===== src/rtl/lcd_bus_scheduler_if.sv =====
// Bundle of the two requester handshakes and the LCD pin-side outputs.
// The scheduler uses the slave view; sources and the bench use the master view.
interface lcd_bus_scheduler_if;
    logic       req0_valid;
    logic [9:0] req0_word;
    logic       req0_lock;
    logic       req0_ready;
    logic       req1_valid;
    logic [9:0] req1_word;
    logic       req1_lock;
    logic       req1_ready;
    logic [9:0] lcd_data;
    logic       lcd_e;
    logic       busy;
    logic [1:0] owner;

    modport master (
        output req0_valid, req0_word, req0_lock,
        input  req0_ready,
        output req1_valid, req1_word, req1_lock,
        input  req1_ready,
        input  lcd_data, lcd_e, busy, owner
    );

    modport slave (
        input  req0_valid, req0_word, req0_lock,
        output req0_ready,
        input  req1_valid, req1_word, req1_lock,
        output req1_ready,
        output lcd_data, lcd_e, busy, owner
    );
endinterface


===== src/rtl/lcd_bus_scheduler.sv =====
// Arbitrates the init and refresh word sources onto the 1602 LCD bus and
// runs one setup / E-pulse / hold / execution-wait cycle per accepted word.
module lcd_bus_scheduler #(
    parameter int unsigned T_SETUP     = 2,
    parameter int unsigned T_PW        = 12,
    parameter int unsigned T_HOLD      = 2,
    parameter int unsigned T_EXEC      = 2000,
    parameter int unsigned T_EXEC_LONG = 76000
) (
    input  logic               clk,
    input  logic               rst_n,
    lcd_bus_scheduler_if.slave bus
);

    localparam int unsigned T_MAX_A = (T_SETUP > T_PW) ? T_SETUP : T_PW;
    localparam int unsigned T_MAX_B = (T_MAX_A > T_HOLD) ? T_MAX_A : T_HOLD;
    localparam int unsigned T_MAX_C = (T_MAX_B > T_EXEC) ? T_MAX_B : T_EXEC;
    localparam int unsigned T_MAX   = (T_MAX_C > T_EXEC_LONG) ? T_MAX_C : T_EXEC_LONG;
    // +1 keeps the largest load value representable when it is a power of two
    localparam int unsigned CNT_W   = $clog2(T_MAX + 1);

    typedef logic [CNT_W-1:0] cnt_t;

    localparam cnt_t CNT_SETUP = cnt_t'(T_SETUP);
    localparam cnt_t CNT_PW    = cnt_t'(T_PW);
    localparam cnt_t CNT_HOLD  = cnt_t'(T_HOLD);
    localparam cnt_t CNT_EXEC  = cnt_t'(T_EXEC);
    localparam cnt_t CNT_LONG  = cnt_t'(T_EXEC_LONG);
    localparam cnt_t CNT_ONE   = cnt_t'(1);
    localparam cnt_t CNT_ZERO  = cnt_t'(0);

    typedef enum logic [2:0] {
        ST_IDLE  = 3'd0,
        ST_SETUP = 3'd1,
        ST_PULSE = 3'd2,
        ST_HOLD  = 3'd3,
        ST_EXEC  = 3'd4
    } state_t;

    // Clear (0x01) and return-home (0x02/0x03) need the long execution wait.
    function automatic logic is_long(input logic [9:0] word);
        return (word[9:2] == 8'h00) && (word[1:0] != 2'b00);
    endfunction

    state_t     state_r, state_s;
    cnt_t       cnt_r, cnt_s;
    logic [9:0] lcd_data_r, lcd_data_s;
    logic       lcd_e_r, lcd_e_s;
    logic       busy_r, busy_s;
    logic [1:0] owner_r, owner_s;
    logic       long_r, long_s;

    logic       ready0_s, ready1_s;
    logic       accept0_s, accept1_s, accept_s;
    logic [9:0] acc_word_s;
    logic       acc_lock_s;
    logic       owner_release_s;
    logic       cnt_last_s;

    // Arbitration: the lock holder is the only candidate, otherwise requester 0 has priority.
    always_comb begin
        ready0_s = 1'b0;
        ready1_s = 1'b0;
        if (state_r == ST_IDLE) begin
            case (owner_r)
                2'b01: begin
                    ready0_s = 1'b1;
                    ready1_s = 1'b0;
                end
                2'b10: begin
                    ready0_s = 1'b0;
                    ready1_s = 1'b1;
                end
                default: begin
                    ready0_s = 1'b1;
                    ready1_s = ~bus.req0_valid;
                end
            endcase
        end else begin
            ready0_s = 1'b0;
            ready1_s = 1'b0;
        end
    end

    assign accept0_s       = bus.req0_valid & ready0_s;
    assign accept1_s       = bus.req1_valid & ready1_s;
    assign accept_s        = accept0_s | accept1_s;
    assign acc_word_s      = accept0_s ? bus.req0_word : bus.req1_word;
    assign acc_lock_s      = accept0_s ? bus.req0_lock : bus.req1_lock;
    assign owner_release_s = (owner_r[0] & ~bus.req0_lock) | (owner_r[1] & ~bus.req1_lock);
    // <= also catches a zero count so a bad parameter cannot stall the sequence
    assign cnt_last_s      = (cnt_r <= CNT_ONE);

    // State register and all registered outputs.
    always_ff @(posedge clk or negedge rst_n) begin
        if (!rst_n) begin
            state_r    <= ST_IDLE;
            cnt_r      <= CNT_ZERO;
            lcd_data_r <= 10'h000;
            lcd_e_r    <= 1'b0;
            busy_r     <= 1'b0;
            owner_r    <= 2'b00;
            long_r     <= 1'b0;
        end else begin
            state_r    <= state_s;
            cnt_r      <= cnt_s;
            lcd_data_r <= lcd_data_s;
            lcd_e_r    <= lcd_e_s;
            busy_r     <= busy_s;
            owner_r    <= owner_s;
            long_r     <= long_s;
        end
    end

    // Next-state and down-counter sequencing of the strobe cycle.
    always_comb begin
        state_s = state_r;
        cnt_s   = cnt_r;
        case (state_r)
            ST_IDLE: begin
                if (accept_s) begin
                    state_s = ST_SETUP;
                    cnt_s   = CNT_SETUP;
                end else begin
                    state_s = ST_IDLE;
                    cnt_s   = CNT_ZERO;
                end
            end
            ST_SETUP: begin
                if (cnt_last_s) begin
                    state_s = ST_PULSE;
                    cnt_s   = CNT_PW;
                end else begin
                    cnt_s   = cnt_r - CNT_ONE;
                end
            end
            ST_PULSE: begin
                if (cnt_last_s) begin
                    state_s = ST_HOLD;
                    cnt_s   = CNT_HOLD;
                end else begin
                    cnt_s   = cnt_r - CNT_ONE;
                end
            end
            ST_HOLD: begin
                if (cnt_last_s) begin
                    state_s = ST_EXEC;
                    cnt_s   = long_r ? CNT_LONG : CNT_EXEC;
                end else begin
                    cnt_s   = cnt_r - CNT_ONE;
                end
            end
            ST_EXEC: begin
                if (cnt_last_s) begin
                    state_s = ST_IDLE;
                    cnt_s   = CNT_ZERO;
                end else begin
                    cnt_s   = cnt_r - CNT_ONE;
                end
            end
            default: begin
                state_s = ST_IDLE;
                cnt_s   = CNT_ZERO;
            end
        endcase
    end

    // Output values for the next cycle: word latch, exec class, lock ownership, strobe.
    always_comb begin
        lcd_data_s = lcd_data_r;
        long_s     = long_r;
        owner_s    = owner_r;
        if (accept_s) begin
            lcd_data_s = acc_word_s;
            long_s     = is_long(acc_word_s);
            owner_s    = acc_lock_s ? (accept0_s ? 2'b01 : 2'b10) : 2'b00;
        end else if ((state_r == ST_IDLE) && owner_release_s) begin
            owner_s    = 2'b00;
        end else begin
            owner_s    = owner_r;
        end
        lcd_e_s = (state_s == ST_PULSE);
        busy_s  = (state_s != ST_IDLE);
    end

    assign bus.req0_ready = ready0_s;
    assign bus.req1_ready = ready1_s;
    assign bus.lcd_data   = lcd_data_r;
    assign bus.lcd_e      = lcd_e_r;
    assign bus.busy       = busy_r;
    assign bus.owner      = owner_r;

endmodule


===== src/flat_wrapper.sv =====
// flat-port wrapper written by rule: the top's interface ports become plain ports
module lcd_bus_scheduler_flat 
#(
    parameter int unsigned T_SETUP     = 2,
    parameter int unsigned T_PW        = 12,
    parameter int unsigned T_HOLD      = 2,
    parameter int unsigned T_EXEC      = 2000,
    parameter int unsigned T_EXEC_LONG = 76000
)
  (clk, rst_n, bus_req0_valid, bus_req0_word, bus_req0_lock, bus_req0_ready, bus_req1_valid, bus_req1_word, bus_req1_lock, bus_req1_ready, bus_lcd_data, bus_lcd_e, bus_busy, bus_owner);
  lcd_bus_scheduler_if bus_i ();
  input  logic clk;
  input  logic rst_n;
  input wire logic [$bits(bus_i.req0_valid)-1:0] bus_req0_valid;
  input wire logic [$bits(bus_i.req0_word)-1:0] bus_req0_word;
  input wire logic [$bits(bus_i.req0_lock)-1:0] bus_req0_lock;
  output wire logic [$bits(bus_i.req0_ready)-1:0] bus_req0_ready;
  input wire logic [$bits(bus_i.req1_valid)-1:0] bus_req1_valid;
  input wire logic [$bits(bus_i.req1_word)-1:0] bus_req1_word;
  input wire logic [$bits(bus_i.req1_lock)-1:0] bus_req1_lock;
  output wire logic [$bits(bus_i.req1_ready)-1:0] bus_req1_ready;
  output wire logic [$bits(bus_i.lcd_data)-1:0] bus_lcd_data;
  output wire logic [$bits(bus_i.lcd_e)-1:0] bus_lcd_e;
  output wire logic [$bits(bus_i.busy)-1:0] bus_busy;
  output wire logic [$bits(bus_i.owner)-1:0] bus_owner;
  assign bus_i.req0_valid = bus_req0_valid;
  assign bus_i.req0_word = bus_req0_word;
  assign bus_i.req0_lock = bus_req0_lock;
  assign bus_req0_ready = bus_i.req0_ready;
  assign bus_i.req1_valid = bus_req1_valid;
  assign bus_i.req1_word = bus_req1_word;
  assign bus_i.req1_lock = bus_req1_lock;
  assign bus_req1_ready = bus_i.req1_ready;
  assign bus_lcd_data = bus_i.lcd_data;
  assign bus_lcd_e = bus_i.lcd_e;
  assign bus_busy = bus_i.busy;
  assign bus_owner = bus_i.owner;
  lcd_bus_scheduler #(.T_SETUP(T_SETUP), .T_PW(T_PW), .T_HOLD(T_HOLD), .T_EXEC(T_EXEC), .T_EXEC_LONG(T_EXEC_LONG)) u_core (.clk(clk), .rst_n(rst_n), .bus(bus_i));
endmodule

===== config.mk =====
export PLATFORM = sky130hd
export DESIGN_NAME = lcd_bus_scheduler_flat
export DESIGN_NICKNAME = d
export VERILOG_FILES = /design/src/rtl/lcd_bus_scheduler_if.sv /design/src/rtl/lcd_bus_scheduler.sv /design/src/flat_wrapper.sv
export SDC_FILE = /design/constraint.sdc
export NUM_CORES = 1
export LEC_CHECK = 0
export CAP_MARGIN = 5
export CORE_ASPECT_RATIO = 0.5
export CORE_MARGIN = 10
export CORE_UTILIZATION = 30
export CTS_CLUSTER_DIAMETER = 120
export DETAILED_ROUTE_END_ITERATION = 12
export PLACE_DENSITY_LB_ADDON = 0.3
export SLEW_MARGIN = 20
export SYNTH_ARGS = -nofsm -noshare
export SYNTH_HDL_FRONTEND = slang
export SYNTH_SLANG_ARGS = --single-unit

===== constraint.sdc =====
create_clock -name clk -period 2.6 [get_ports clk]
set_clock_uncertainty 0.15 [all_clocks]
set_input_delay 0.52 -clock clk [delete_from_list [all_inputs] [get_ports clk]]
set_output_delay 0.52 -clock clk [all_outputs]
set_load 0.01 [all_outputs]

==> qor.yml, run 1 <==
stdcell_count: 368
worstPathRequired_ns: 1.93
drt-total-wl_um: 5450
ios: 42
hold_path_startpoint: "u_core.bus.lcd_data[5]"
worst_pin_slew_ns: 0.696
yosys_most_used_dff: "dfrtp_1"
vias: 1870
core_um2: 6730
ctsResizeCount: 0
syn_area_um2: 2090
place_ws_ns: 0.0833
grt_antenna_before_repair: 0
numCtsBuffers: 5
place_inst: 360
synth_seq_area_share_pct: 41.9
slew_violations: 0
grt_max_degree: 36
critPathCaptureType: "output pin"
track_usage_pct: 10.0
ys_async_sr_fraction_pct: 100
r2r-end: "u_core.state_r[0]"
outcome: "completed"
dieArea_um2: 10900
setup_viol: 0
routedWlPerCell_um: 14.8
viasPerCell: 5.08
period_needed_ns: 2.46
power.leakage_uw: 0.00119
rr_worst_depth: 5
max_freq_mhz: 407
grt_pass1_vias: 1965
nNetsFinal: 304
cts-root-buf: "clkbuf_16"
gr-total-overflow: 0
ys_warn_count: 0
grt_pass1_wl_um: 9150
min_path_type: "flop to flop"
arrival_ns: 1.79
synth_area_leaders: "dfrtp_1 42%, mux2i_1 5.8%, o21ai_0 5.5%"
syn-num-nets: 255
vdd.ir_drop.worst_mv: 0.221
routabilityCongestion: 0.851
ys_types: 52
first_iter_violations: 66
first_pass_iters: 4
hold_path_end: "u_core.bus.lcd_data[5]"
crit_fanout: 4
synthMostInstantiatedCell: "dfrtp_1"
clkLatencyLatePin_ns: 0.27
synth_edf_count: 0
ctsHoldBuffers: 0
post_cts_buffers: 0
synth_top_cell_by_area: "dfrtp_1"
drive_gt1_share_pct: 10.9
hold_viol: 0
avgSynthCellArea_um2: 9.24
path_clk_slew_ns: 0.05
cts_tree: "done"
cts_sinks: 35
initial_core_util_pct: 31.0
ys_top_cells_by_count: "35 x dfrtp_1, 27 x nand2_1, 23 x o21ai_0"
finalWorstSetupSlack_ns: 0.143
p_total_uw: 1260
worst_slew_margin_rel_pct: 53.5
synthToLayoutAreaGrowth_pct: 34.2
io_buffers: 41
tns_ns: 0
synth.top_cell.area_share_pct: 41.9
rows: 21
startpoint_type: "flop"
rsz0062_at_grt: "no"
drc: 0
whs_path_depth: 2
htree_levels: 2
hpwl_um: 4300
cts_buffer_depth: 2
synth-seq-cells: 35
die-width_um: 138
r2r_slack_ns: 0.47
antenna_cells: 0
die_h_um: 79.0
ant_nets: 0
critPathKind: "flop to output pin"
power-per-cell-area_nw_per_um2: 450
netlist_instances: 226
drv_cap: 0
finalCritPeriodShare_pct: 94.5
r2r-start: "u_core.cnt_r[14]"
critical path: stages, from the launching register on:
cell and delay [ns]:
dfrtp_1 0.38, or3_1 0.44, nor2_1 0.15, clkdlybuf4s50_1 0.56
cell type report:
class                           count  area [um2]
Clock buffer                        8         156
Fill cell                         714        3930
Inverter                            8        30.0
Multi-Input combinational cell    174        1140
Sequential cell                    35         876
Tap cell                           92         115
Timing Repair Buffer               51         488
per-layer routing:
metal | share of wire, % | global-route usage [%]
met5 | 0 | 0
met4 | 0.40 | 2.59
met3 | 7.7 | 3.39
met2 | 49 | 17.4
met1 | 43 | 11.7
flip-flops by register name, summed over array words and instances (netlist names):
register	flops
u_core.long_r	1
u_core.bus.lcd_data	10
u_core.bus.lcd_e	1
u_core.bus.owner	2
u_core.state_r	3
u_core.bus.busy	1
u_core.cnt_r	17
metrics by stage:
stage,instance area (um2),hold slack [ns],util [%]
floorplan,2090,0.0744,-
global placement,2640,0.314,39.3
detailed placement,2640,0.322,39.3
CTS,2800,0.333,41.6
global route,2800,0.368,41.6
finish,2800,0.328,41.6
cells by family (layout without fill, tap and decap cells):
family          count (synthesis)  in the layout  synth area share (%)
flops                          35             35                  41.9
compound gates                 54             54                  16.4
buf+inv                        17             67                  3.65
mux                            13             13                  6.29
fa+ha+maj                       3              3                  1.80
simple gates                   92             92                  24.9
xor+xnor                       12             12                  5.03
worst max path at each step:
stage	slack, ns	end	depth (start not counted)	start
after global routing	0.04	bus_req0_ready	3	u_core.state_r[1]
after CTS	0.00001	bus_req1_ready	6	u_core.bus.owner[0]
after detailed placement	0.08	bus_req1_ready	5	bus_req0_valid
after global placement	0.13	bus_req1_ready	5	bus_req0_valid
after floorplan	0.67	u_core.cnt_r[4]	6	u_core.cnt_r[5]
final	0.14	bus_req0_ready	3	u_core.state_r[1]
cell usage in the layout (no fill, tap or decap), types with 3 or more instances in the layout:
cell	netlist	layout
clkdlybuf4s50_1	0	40
dfrtp_1	35	35
nand2_1	27	27
o21ai_0	23	23
nor2_1	18	18
mux2i_1	12	12
xor2_1	10	10
buf_4	0	10
inv_1	8	8
o211ai_1	6	6
nor4_1	6	6
nor3_1	5	5
nand4_1	5	5
nand3_1	5	5
a21oi_1	5	5
clkbuf_16	0	5
nor2b_1	3	3
nand2b_1	3	3
a31oi_1	3	3
a21o_1	3	3
ha_1	3	3
power by group:
group	total [uW]	switching [uW]	internal [uW]
combinational	92.2	37.2	55.1
sequential	559	5.07	554
clock	611	203	407
total	1260	246	1020
(Power assumes the default switching activity.)
==> run 2: changes to the inputs <==
--- a/config.mk
+++ b/config.mk
@@ -9,6 +9,7 @@
 export CORE_ASPECT_RATIO = 0.5
 export CORE_MARGIN = 10
 export CORE_UTILIZATION = 30
+export CTS_BUF_LIST = sky130_fd_sc_hd__clkbuf_2 sky130_fd_sc_hd__clkbuf_4 sky130_fd_sc_hd__clkbuf_8
 export CTS_CLUSTER_DIAMETER = 120
 export DETAILED_ROUTE_END_ITERATION = 12
 export PLACE_DENSITY_LB_ADDON = 0.3
==> run 2 against run 1 <==
Against the previous run:
- flip-flop and latch count did not move
- critical endpoint unchanged
- routed wire length is 0.31% lower
- power is 14% lower
- highest routed layer unchanged
- register-to-register slack about the same
- global-route usage increased by 0.066 points
- clock power shrank 29%
- clock-buffer cell count stayed put
==> qor.yml, run 2 (synthesized netlist as in run 1, its figures left out) <==
path_buf_inv: 1  # unchanged
slew_violations: 0  # unchanged
worst_slew_margin_rel_pct: 53.2  # -0.33 points
critPathTopFamily: "simple AND/OR/NAND/NOR gates"
cts-root-buf: "clkbuf_8"
cts_sinks: 35  # unchanged
p_seq_share_pct: 51.4  # +7.1 points
initial_core_util_pct: 31.0  # unchanged
path_clk_slew_ns: 0.07  # +0.02 ns
core_um2: 6730  # unchanged
htree_levels: 2  # unchanged
max_freq_mhz: 403  # -0.96%
cts_buffer_depth: 2  # unchanged
power-per-cell-area_nw_per_um2: 395  # -12%
io_buffers: 41  # unchanged
synthToLayoutAreaGrowth_pct: 31.5
final_common_cell: "clkdlybuf4s50_1"
vdd.ir_drop.worst_mv: 0.155  # -30%
numCtsBuffers: 5  # unchanged
vias: 1856  # -0.75%
clkLatencyLatePin_ns: 0.28  # about the same
ios: 42  # unchanged
min_path_type: "flop to flop"
track_usage_pct: 10.1  # +0.066 points
ant_nets: 0  # unchanged
post_cts_buffers: 0  # unchanged
die-width_um: 138  # unchanged
dieArea_um2: 10900  # unchanged
drive_gt1_share_pct: 11.2  # +0.36 points
clock_power_share_pct: 40.1  # -8.3 points
wl_met1_um: 2350  # about the same
cp_slowest_stage_delay_ns: 0.55  # about the same
largest_reg_flops: 17  # unchanged
crit_fanout: 4  # unchanged
first_pass_iters: 4  # unchanged
critPathKind: "flop to output pin"
first_iter_violations: 62  # -6.1%
startpoint_type: "flop"
top_register: "u_core.cnt_r"
grt_pass1_vias: 1964  # -0.051%
drt-total-wl_um: 5430  # -0.31%
grt_max_degree: 36  # unchanged
drc: 0  # unchanged
rows: 21  # unchanged
cts_tree: "done"
viasPerCell: 5.04  # -0.75%
arrival_ns: 1.81  # +0.02 ns
wl_met3_um: 393  # -6.2%
grt_antenna_before_repair: 0  # unchanged
grt_pass1_wl_um: 9120  # -0.31%
routedWlPerCell_um: 14.8  # -0.31%
path_cells: "or3_1, nor2_1, clkdlybuf4s50_1"
die_h_um: 79.0  # unchanged
gr-total-overflow: 0  # unchanged
intPower_uw: 860  # -15%
mostFrequentLayoutCells: "40 x clkdlybuf4s50_1, 35 x dfrtp_1, 27 x nand2_1"
setup_viol: 0  # unchanged
worstPathRequired_ns: 1.93  # about the same
antenna_cells: 0  # unchanged
rsz0062_at_grt: "no"
finalCritPeriodShare_pct: 95.4  # +0.91 points
routabilityCongestion: 0.851  # unchanged
hpwl_um: 4300  # unchanged
critPathSlowestCell: "clkdlybuf4s50_1"
power.leakage_uw: 0.00115  # -3.0%
critPathCaptureType: "output pin"
switching_share_pct: 20.8  # +1.3 points
p_sw_uw: 225  # -8.2%
worst_pin_slew_ns: 0.701  # +0.00496 ns
period_needed_ns: 2.48  # +0.0238 ns
met2RoutedLength_um: 2650  # -0.38%
hold_viol: 0  # unchanged
r2r_slack_ns: 0.46  # about the same
drv_cap: 0  # unchanged
nNetsFinal: 304  # unchanged
p_total_uw: 1090  # -14%
routed.top_layer: "met4"
p_comb_share_pct: 8.5  # +1.2 points
outcome: "completed"
tns_ns: 0  # unchanged
-- run 2: final timing paths --
check	start	endpoint	cells after the start
worst min register to register	u_core.bus.lcd_data[5]	u_core.bus.lcd_data[5]	2
worst max register to register	u_core.cnt_r[14]	u_core.state_r[0]	5
min in group asynchronous	rst_n	u_core.bus.lcd_data[0]	2
worst max-delay path	u_core.state_r[1]	bus_req0_ready	3
worst min-delay path	u_core.bus.lcd_data[5]	u_core.bus.lcd_data[5]	2
max in group asynchronous	rst_n	u_core.cnt_r[10]	2
-- run 2: per-layer routing --
layer | GRT usage, % | vias up
li1 | - | 921
met1 | 11.5 | 881
met2 | 17.4 | 52
met3 | 3.39 | 2
met4 | 3.52 | 0
met5 | 0 | -
-- run 2: what timing repair did --
item                                   CTS  global route
setup endpoints to repair                1             0
hold buffers                             0             0
endpoints found under the hold margin    0             0
resized for setup                        1             0
-- run 2: tightest hold or removal path: stages, from the launching register on --
cell,delay [ns]
dfrtp_1,0.35
nand2_1,0.05
o21ai_0,0.06
-- run 2: power groups by stage --
stage | clock network [uW] | logic [uW] | registers [uW]
6_report | 435 | 92.0 | 558
4_1_cts | 449 | 94.7 | 558
3_5_place_dp | 0 | 94.6 | 568
3_3_place_gp | 0 | 92.8 | 568
5_1_grt | 470 | 101 | 559
2_1_floorplan | 0 | 13.7 | 571
-- run 2: layout make-up --
cell class              instances  area (um2)
clock buffers                   8         104
repair buffers                 51         484
flip-flops and latches         35         876
multi-input cells             174        1140
inverters                       8        30.0
fillers                       717        3980
well taps                      92         115
-- run 2: stage by stage --
stage	setup WS, ns	hold WS, ns	utilization, %	area, um2	std cells
after CTS	0.0995	0.337	40.8	2750	368
after floorplan	0.670	0.0744	-	2090	226
after global placement	0.132	0.314	39.3	2640	360
after detailed placement	0.0833	0.322	39.3	2640	360
final	0.120	0.332	40.8	2750	368
after global routing	0.0128	0.372	40.8	2750	368
==> run 3: changes to the inputs <==
--- a/config.mk
+++ b/config.mk
@@ -13,7 +13,6 @@
 export CTS_CLUSTER_DIAMETER = 120
 export DETAILED_ROUTE_END_ITERATION = 12
 export PLACE_DENSITY_LB_ADDON = 0.3
-export SLEW_MARGIN = 20
 export SYNTH_ARGS = -nofsm -noshare
 export SYNTH_HDL_FRONTEND = slang
 export SYNTH_SLANG_ARGS = --single-unit
==> results of run 3 <==
No change in the layout: final DEF, timing and power equal those of run 2.
